`src/rtl/lut_sxx_frac_cfgchain.sv`:
```
// S_XX fracturable LUT pair: two chained K-input sub-LUTs with a split bit, loaded
// through a beat-serial shadow register and committed atomically, with daisy-chain pass-through.
module lut_sxx_frac_sub #(
   parameter int K = 4,
   parameter int F = 2
) (
   input  logic [2**K-1:0]     mem,
   input  logic [K-1:0]        a,
   output logic [2**(F-1)-1:0] slices,
   output logic                full
);
   localparam int SUB = 2**(F-1);
   localparam int SW  = K - F + 1;

   assign full = mem[a];

   // Slice i reads window i of the memory, addressed by the low SW address bits.
   for (genvar i = 0; i < SUB; i++) begin : g_slice
      logic [K-1:0] idx;
      assign idx       = K'(i * (2**SW)) | K'(a[SW-1:0]);
      assign slices[i] = mem[idx];
   end
endmodule

module lut_sxx_frac_cfgchain #(
   parameter int INPUTS     = 4,
   parameter int FRACTURING = 2,
   parameter int CFG_W      = 8
) (
   input  logic                              cclk,
   input  logic                              crst_n,
   input  logic [2*INPUTS-1:0]               addr,
   output logic [2*(2**(FRACTURING-1))+1:0]  out,
   input  logic                              cen,
   input  logic [CFG_W-1:0]                  cfg_data,
   input  logic                              cfg_rearm,
   output logic [CFG_W-1:0]                  cfg_dout,
   output logic                              cfg_dout_valid,
   output logic                              cfg_done,
   output logic                              cfg_loaded
);
   localparam int K        = INPUTS;
   localparam int MEM      = 2**K;
   localparam int SUB      = 2**(FRACTURING-1);
   localparam int CFG_BITS = 2*MEM + 1;
   localparam int BEATS    = (CFG_BITS + CFG_W - 1) / CFG_W;
   localparam int BC_W     = (BEATS > 1) ? $clog2(BEATS) : 1;

   typedef enum logic [1:0] {S_LOAD, S_COMMIT, S_PASS} state_t;

   state_t              state, state_nxt;
   logic [BC_W-1:0]     bc;
   // Only the low CFG_BITS of the shadow can ever reach the active memory; pad bits fall off the top.
   logic [CFG_BITS-1:0] shadow;
   logic [CFG_BITS-1:0] act;
   logic                last_beat;

   assign last_beat = (state == S_LOAD) && cen && (bc == BC_W'(BEATS-1));

   always_ff @(posedge cclk) begin
      if (!crst_n) state <= S_LOAD;
      else         state <= state_nxt;
   end

   always_comb begin
      state_nxt = state;
      cfg_done  = 1'b0;
      case (state)
         S_LOAD:   if (last_beat) state_nxt = S_COMMIT;
         S_COMMIT: begin
            cfg_done  = crst_n && !cfg_rearm;
            state_nxt = S_PASS;
         end
         S_PASS:   state_nxt = S_PASS;
         default:  state_nxt = S_LOAD;
      endcase
      if (cfg_rearm) state_nxt = S_LOAD;
   end

   always_ff @(posedge cclk) begin
      if (!crst_n) begin
         bc             <= '0;
         shadow         <= '0;
         act            <= '0;
         cfg_dout       <= '0;
         cfg_dout_valid <= 1'b0;
         cfg_loaded     <= 1'b0;
      end else if (cfg_rearm) begin
         bc             <= '0;
         cfg_dout_valid <= 1'b0;
      end else begin
         case (state)
            S_LOAD: begin
               cfg_dout_valid <= 1'b0;
               if (cen) begin
                  shadow <= CFG_BITS'({shadow, cfg_data});
                  bc     <= last_beat ? '0 : bc + BC_W'(1);
               end
            end
            default: begin
               if (state == S_COMMIT) begin
                  act        <= shadow;
                  cfg_loaded <= 1'b1;
               end
               cfg_dout_valid <= cen;
               if (cen) cfg_dout <= cfg_data;
            end
         endcase
      end
   end

   // Active layout {sp, lower_mem, upper_mem}.
   logic           sp;
   logic [MEM-1:0] lower_mem, upper_mem;
   logic [K-1:0]   lower_a, upper_a;
   logic [SUB-1:0] lower_sl, upper_sl;
   logic           lower_full, upper_full;

   assign sp        = act[2*MEM];
   assign lower_mem = act[2*MEM-1:MEM];
   assign upper_mem = act[MEM-1:0];
   assign lower_a   = addr[2*K-1:K];
   // With sp clear the upper sub-LUT's top input is fed by the lower full output (chaining).
   assign upper_a   = {sp ? addr[K-1] : lower_full, addr[K-2:0]};

   lut_sxx_frac_sub #(.K(K), .F(FRACTURING)) u_sub[1:0] (
      .mem    ({upper_mem,  lower_mem}),
      .a      ({upper_a,    lower_a}),
      .slices ({upper_sl,   lower_sl}),
      .full   ({upper_full, lower_full})
   );

   assign out = {upper_full, lower_full, upper_sl, lower_sl};
endmodule

```
`config.mk`:
```
export PLATFORM = sky130hd
export DESIGN_NAME = lut_sxx_frac_cfgchain
export DESIGN_NICKNAME = d
export VERILOG_FILES = /design/src/rtl/lut_sxx_frac_cfgchain.sv
export SDC_FILE = /design/constraint.sdc
export NUM_CORES = 1
export LEC_CHECK = 0
export CORE_ASPECT_RATIO = 0.9
export CORE_MARGIN = 10
export CORE_UTILIZATION = 31
export CTS_CLUSTER_DIAMETER = 50
export DETAILED_ROUTE_END_ITERATION = 6
export HOLD_SLACK_MARGIN = 0.02
export SYNTH_ARGS = -nofsm -noshare
export SYNTH_HDL_FRONTEND = slang
export SYNTH_SLANG_ARGS = --single-unit
```
`constraint.sdc`:
```
create_clock -name cclk -period 3.3 [get_ports cclk]
set_clock_uncertainty 0.1 [all_clocks]
set_input_delay 0.825 -clock cclk [delete_from_list [all_inputs] [get_ports cclk]]
set_output_delay 0.825 -clock cclk [all_outputs]
set_load 0.05 [all_outputs]
```
After elaboration in Yosys (flattened, before gate mapping)
Cells that the tools add are included.
- output and inout port bits: 17
- word-level logic and storage cells: 50
- register bits: 81
- input port bits: 20
- muxes and demuxes: 17
- bitwise logic cells: 3
- add/sub/neg operators: 1
- reduce and logical (&&, ||, !) cells: 12
- $lt $le $gt $ge: 6
- eq/ne operators: 4
- operators by type and width (cell ; number):
    $lt A4 B5 Y1 const B ; 4
    $bmux W1 S3 ; 4
    $lt A3 B5 Y1 const B ; 2
    $reduce_and A3 Y1 ; 3
    $bmux W1 S4 ; 2
    $mux W1 ; 8
    $pmux W2 S2 ; 1
    $reduce_or A2 Y1 ; 2
    $add A3 B1 Y3 const B ; 1
    $eq A3 B3 Y1 const B ; 1
    $logic_and A1 B1 Y1 ; 3
    $mux W3 ; 1
    $not A1 Y1 ; 3
    $reduce_or A3 Y1 ; 1
    $eq A2 B1 Y1 const B ; 1
    $eq A2 B2 Y1 const B ; 1
    $logic_not A2 Y1 ; 1
    $mux W2 ; 1
    $ne A2 B2 Y1 const B ; 1
    $reduce_and A2 Y1 ; 1
    $logic_not A1 Y1 ; 1

Longest topological paths before layout
Gate-level depths: netlist (run 1).
- word-level depth: 5
- gate-level depth with buffers: 9
- gate-level depth less buffers: 6

By module
Synthesis (run 1) repeated with hierarchy kept, for this count alone.
- cell total of the unflattened synthesis: 376
- area, all modules: 3448.3 µm²
- modules (own cells, without submodules) (module ; cells each ; instances ; seq. area each (µm²) ; area each (µm²)):
    lut_sxx_frac_cfgchain ; 362 ; 1 ; 1621.6 ; 3170.5
    lut_sxx_frac_sub ; 7 ; 2 ; 0.0 ; 138.9

Least setup slack after synthesis (run 1)
OpenSTA, ideal clock, no wires.
- kind: input -> output
- start point: input port addr[4]
- end point: output port out[5]
- buffers on the path: 2
- stages: 6
- arrival: 2.318 ns
- slack: 0.057 ns
- data required time: 2.375 ns
- path through: buf_6 -> mux2i_1 -> mux4_2 -> a222oi_1 -> mux2_1 -> buf_4
- word-level cells in the longest chain between the ends: 5
- RTL lines (what ; RTL line ; source):
    start, declared ; 32 ; input logic [2*INPUTS-1:0] addr,
    $bmux W1 S4 ; 15 ; assign full = mem[a];
    $mux W1 (not written as such) ; 15 ;
    $mux W1 ; 124 ; assign upper_a = {sp ? addr[K-1] : lower_full, addr[K-2:0]};
    $bmux W1 S4 ; 15 ;
    $mux W1 (not written as such) ; 15 ;
    end, declared ; 33 ; output logic [2*(2**(FRACTURING-1))+1:0] out,
Every way passes these cells. The select of a mux whose other input is x is not followed.

Worst setup path after layout (run 1)
Same ends and word-level chain as after synthesis.

==> flow_summary.toml, run 1 <==
[timing]
setup_viol = 1
fin_ws_ns = -0.04074
tightest_slew_ns = 0.6244
timing.fmax_mhz = 299.3
hold_violations = 0
slew-limit-headroom = 0.5838
rsz0062_at_grt = "yes"
fin_crit_sh = 1.012
slew_viol_final = 0
fin_crit_ns = 3.341
whs_ns = 0.3627

[cts]
cts_htree_levels = 3
insertion_delay_ns = 0.33
ctsHoldBuffers = 0
cts.clk_slew.worst_paths_ns = 0.06
cts_tree = "done"
cts_buffer_depth = 2
cts-root-buf = "clkbuf_16"
clock_sinks = 81
cts-buffers-inserted = 9

[synthesis]
syn_area_mm2 = 0.003342
seq_area_frac_synth = 0.4852
synth_largest_area_cell = "dfxtp_1"
syn_inst = 389
synth.area.top_cells = "dfxtp_1 (49%), nand2_1 (17%), a21boi_0 (17%)"
syn_nets = 413
yosysTopAreaCellShare = 0.4852
synth.avg_cell_area_um2 = 8.591
yosysUniqueCellTypes = 27
ys_warn_count = 0
ys_ff_latch = 81

[routing]
vias = 2624
routed_wl_um = 7520
ant_nets = 0
drt_iter0_drc = 167
wl_per_cell_um = 13.55
firstDrtPassIters = 4
vias_per_cell = 4.728
drc_errors = 0

[global_routing]
grt_pass1_wl_um = 12630
grt_max_degree = 77
grt_pass1_vias = 2684
grt_use_total = 0.1009
antenna_found_initial = 0
gr-total-overflow = 0

[setup_path]
crit_fanout = 5
start_kind = "primary input"
arrival_ns = 2.42
path_class = "in2out"
worstSetupEndpointType = "output port"
cp.required_ns = 2.37

[final_layout]
fin_util = 0.4048
n_antenna_cell = 0
fin_nets = 445
drive_above_1_share = 0.1197
synthToLayoutAreaGrowth_pct = 25.72
post_layout_nonfiller_instances = 555

[run_status]
status = "complete, but fails checks"
violations = "negative setup slack"

[place]
place_ws_ns = -0.6608
io_buffer_count = 36
gp_congestion = 0.7684
dp.cells = 536
post-dp-hpwl_um = 5126

[floorplanning]
fp.coreArea_mm2 = 0.01038
die_width_um = 129.4
start_util = 0.3220
die-height_um = 118.5
io_pins = 37
dieArea_mm2 = 0.01534
rows = 35

[flow_run]
cap_violations = 0

[pwr]
leakagePower_nw = 1.453
power_mw = 2.166
ir_worst_vdd_uv = 231.2
p_per_area_mw_per_mm2 = 515.6

[min_path]
hold_path_class = "reg2reg"
==> cell usage in the layout, fill, tap and decap left out, drive strengths merged, types with 2 or more instances in the layout <==
cell / instances
ha: 4
inv: 10
nor2: 8
clkbuf: 10
mux4: 7
dfxtp: 81
clkdlybuf4s50: 24
a21boi: 74
a21oi: 4
buf: 21
mux2i: 6
bufinv: 2
nand3: 2
clkinv: 2
nand2: 153
mux2: 3
==> where the power goes <==
| group | total [mW] | leakage, nW | internal (mW) | switching, mW |
|---|---|---|---|---|
| Clock | 1.08 | 0.159 | 0.686 | 0.392 |
| Sequential | 0.992 | 0.653 | 0.985 | 0.00674 |
| Combinational | 0.0968 | 0.640 | 0.0484 | 0.0484 |
| Total | 2.17 | 1.45 | 1.72 | 0.447 |
==> routing by layer <==
metal  global-route usage  wire length (um)  vias up
met5                    0                 0        -
met4              0.03020                68        0
met3              0.03575               462        4
met2               0.1518              3179       51
met1               0.1320              3810     1233
li1                     -                 -     1336
==> cell type report <==
cell class / instances / area [um^2]
Timing Repair Buffer: 47 / 466.7
Inverter: 9 / 33.78
Sequential cell: 81 / 1622
Clock buffer: 10 / 239.0
Tap cell: 129 / 161.4
Clock inverter: 6 / 90.09
Multi-Input combinational cell: 273 / 1589
Fill cell: 1051 / 6177
==> path summary, 6_finish.rpt <==
kind,from,end,slack (ns),cells after the start
worst max-delay path,addr[4],out[5],-0.04,7
worst min register to register,shadow[29],act[29],0.36,2
worst min-delay path,shadow[29],act[29],0.36,2
worst max register to register,state[0],shadow[22],1.34,6
==> flip-flops by register name, indices dropped and copies added, names as in the netlist <==
name            cells
act                33
cfg_dout            8
state               2
cfg_loaded          1
cfg_dout_valid      1
shadow             33
bc                  3
==> logic make-up (layout without fill, tap and decap cells) <==
group                      count (synthesis)  count (layout)  synth area share
AOI/OAI and AO/OA                         83              83            0.1835
adders and majority gates                  4               4           0.01498
buffers and inverters                     35              72           0.04380
DFF                                       81              81            0.4852
muxes                                     16              16           0.07525
and+or+nand+nor                          170             170            0.1973
==> metrics by stage <==
stage,TNS [ns],instance area [um^2]
floorplan,0,3342
global placement,-0.9329,3834
detailed placement,-1.195,3834
CTS,-0.04687,4195
global route,-0.1078,4202
finish,-0.04074,4202
==> cells in the mapped netlist (all sizes together) <==
| cell | instances |
|---|---|
| and2 | 1 |
| dfxtp | 81 |
| nor2b | 1 |
| mux4 | 7 |
| nand2b | 1 |
| buf | 3 |
| mux2i | 6 |
| o21a | 1 |
| nor2 | 8 |
| inv | 9 |
| nand4b | 1 |
| a22oi | 1 |
| and3 | 1 |
| or2 | 1 |
| nand2 | 153 |
| a222oi | 1 |
| o21ai | 1 |
| ha | 4 |
| a211oi | 1 |
| a21oi | 4 |
| nand3 | 2 |
| clkbuf | 23 |
| nor3 | 1 |
| mux2 | 3 |
| a21boi | 74 |
==> critical path, cell delays in order <==
cell      delay [ns]
buf_8           0.11
mux2i_1         0.11
mux4_2          0.48
a222oi_1        0.25
buf_4           0.18
mux2_4          0.30
buf_8           0.15
==> timing repair <==
action,in CTS,in global routing
setup buffers,3,0
hold endpoints to repair,0,0
pin swaps,1,0
gates resized for setup,18,2
endpoints found under the setup margin,6,2
Power figures use the tool's default switching activity.
==> run 2: changes to the inputs <==
--- a/config.mk
+++ b/config.mk
@@ -9,3 +9,3 @@
 export CORE_MARGIN = 10
-export CORE_UTILIZATION = 31
+export CORE_UTILIZATION = 30
 export CTS_CLUSTER_DIAMETER = 50
==> constraint.sdc (replaced) <==
create_clock -name cclk -period 3.3 [get_ports cclk]
set_clock_uncertainty 0.1 [all_clocks]
set_input_delay 0.33 -clock cclk [delete_from_list [all_inputs] [get_ports cclk]]
set_output_delay 0.33 -clock cclk [all_outputs]
set_load 0.05 [all_outputs]
==> flow_summary.toml, run 2 (same netlist as run 1, synthesis figures left out) <==
[setup_path]
path_class = "in2out"
cp.required_ns = 2.87
worstSetupEndpointType = "output port"
start_kind = "primary input"
slowest_delay_ns = 0.62
arrival_ns = 2.54
crit_fanout = 5
cpMaxStageDelayCell = "clkdlybuf4s50_1"
cp_cell_sequence = "clkdlybuf4s50_1 > mux2i_1 > mux4_2 > a222oi_1 > mux2_1 > buf_4"

[flow_run]
cap_violations = 0

[timing]
fin_crit_ns = 2.975
hold_violations = 0
timing.fmax_mhz = 336.2
final.setup.tns_ns = 0
whs_ns = 0.1959
tightest_slew_ns = 0.6654
slew_viol_final = 0
rsz0062_at_grt = "no"
setup_viol = 0
slew-limit-headroom = 0.5564
fin_ws_ns = 0.3253
fin_crit_sh = 0.9014

[final_layout]
drive_above_1_share = 0.08592
fin_nets = 438
fill_cells = 1131
final_cell_mix = "nand2_1 (153), dfxtp_1 (81), a21boi_0 (74), clkdlybuf4s50_1 (32)"
synthToLayoutAreaGrowth_pct = 22.46
layout_commonest_cell = "nand2_1"
top_regs = "act: 33 flops, shadow: 33 flops, cfg_dout: 8 flops"
n_antenna_cell = 0
final_area_mm2 = 0.004093
multi_input_area_mm2 = 0.001582
seqCellArea_mm2 = 0.001622

[pwr]
p_switching_mw = 0.4741
p_int_mw = 1.553
power_mw = 2.028
p_per_area_mw_per_mm2 = 495.4
leakagePower_nw = 1.378
clkPwrFrac = 0.465
seqPwrFrac = 0.489
power_frac_comb = 0.046
ir_worst_vdd_uv = 242.3
swShare = 0.2338

[cts]
cts_htree_levels = 3
cts.clk_slew.worst_paths_ns = 0.06
ctsHoldBuffers = 0
insertion_delay_ns = 0.33
cts_tree = "done"
cts-buffers-inserted = 9
post_cts_buffers = 0
clock_sinks = 81
cts_buffer_depth = 2
cts_resized = 0
cts-root-buf = "clkbuf_16"

[floorplanning]
die_width_um = 131.3
dieArea_mm2 = 0.01577
die-height_um = 120.1
fp.coreArea_mm2 = 0.01086
io_pins = 37
rows = 36
start_util = 0.3079

[run_status]
status = "complete, no violations"

[routing]
firstDrtPassIters = 6
wl_per_cell_um = 13.13
vias_per_cell = 4.483
routed_wl_um = 7497
ant_nets = 0
vias = 2560
drc_errors = 0
drt_iter0_drc = 181

[global_routing]
grt_use_total = 0.09832
gr-total-overflow = 0
grt_max_degree = 76
grt_pass1_vias = 2638
antenna_found_initial = 0
grt_pass1_wl_um = 12880

[place]
place_area_mm2 = 0.003805
gp_congestion = 0.8189
io_buffer_count = 36
place_ws_ns = 0.2745
post-dp-hpwl_um = 5173

[min_path]
hold_path_class = "in2reg"
## run 2: layer usage
metal / global-route usage / share of wire / up-vias / routed length (um)
met1: 0.1315 / 0.53 / 1192 / 3948
met3: 0.03044 / 0.041 / 6 / 304
li1: - / - / 1322 / -
met5: 0 / 0 / - / 0
met4: 0.03750 / 0.011 / 0 / 82
met2: 0.1452 / 0.42 / 40 / 3163
## run 2: power groups by stage
stage	sequential, mW	clock, mW	combinational [mW]
after floorplan	1.01	0	0.0539
after global placement	1.01	0	0.0920
after detailed placement	1.01	0	0.0934
after CTS	0.991	0.972	0.0938
after global routing	0.992	1.01	0.101
final	0.992	0.944	0.0925
## run 2: path summary, 6_finish.rpt
path | cells past startpoint | slack (ns) | endpoint | from
hold reg to reg | 2 | 0.36 | act[29] | shadow[29]
hold / removal | 2 | 0.20 | cfg_dout_valid | crst_n
setup reg to reg | 6 | 1.31 | shadow[10] | state[0]
setup / recovery | 6 | 0.33 | out[5] | addr[4]
## run 2: stage by stage
| stage | std cells | utilization |
|---|---|---|
| 3_5_place_dp | 555 | 0.3505 |
| 4_1_cts | 571 | 0.3770 |
| 3_3_place_gp | 555 | 0.3505 |
| 2_1_floorplan | 389 | - |
| 6_report | 571 | 0.3770 |
| 5_1_grt | 571 | 0.3770 |
## run 2: worst max-delay path, delay by kind of cell
family	cells	cell delay, ns
muxes	3	0.99
AOI/OAI and AO/OA	1	0.41
buffers and inverters	2	0.81
## run 2: area by class of cell
cell class	instances	area share
repair buffers	40	0.09233
multi-input cells	273	0.3864
inverters	9	0.008254
flip-flops and latches	81	0.3962
clock inverters	7	0.01529
well taps	152	0.04647
clock buffers	9	0.05503
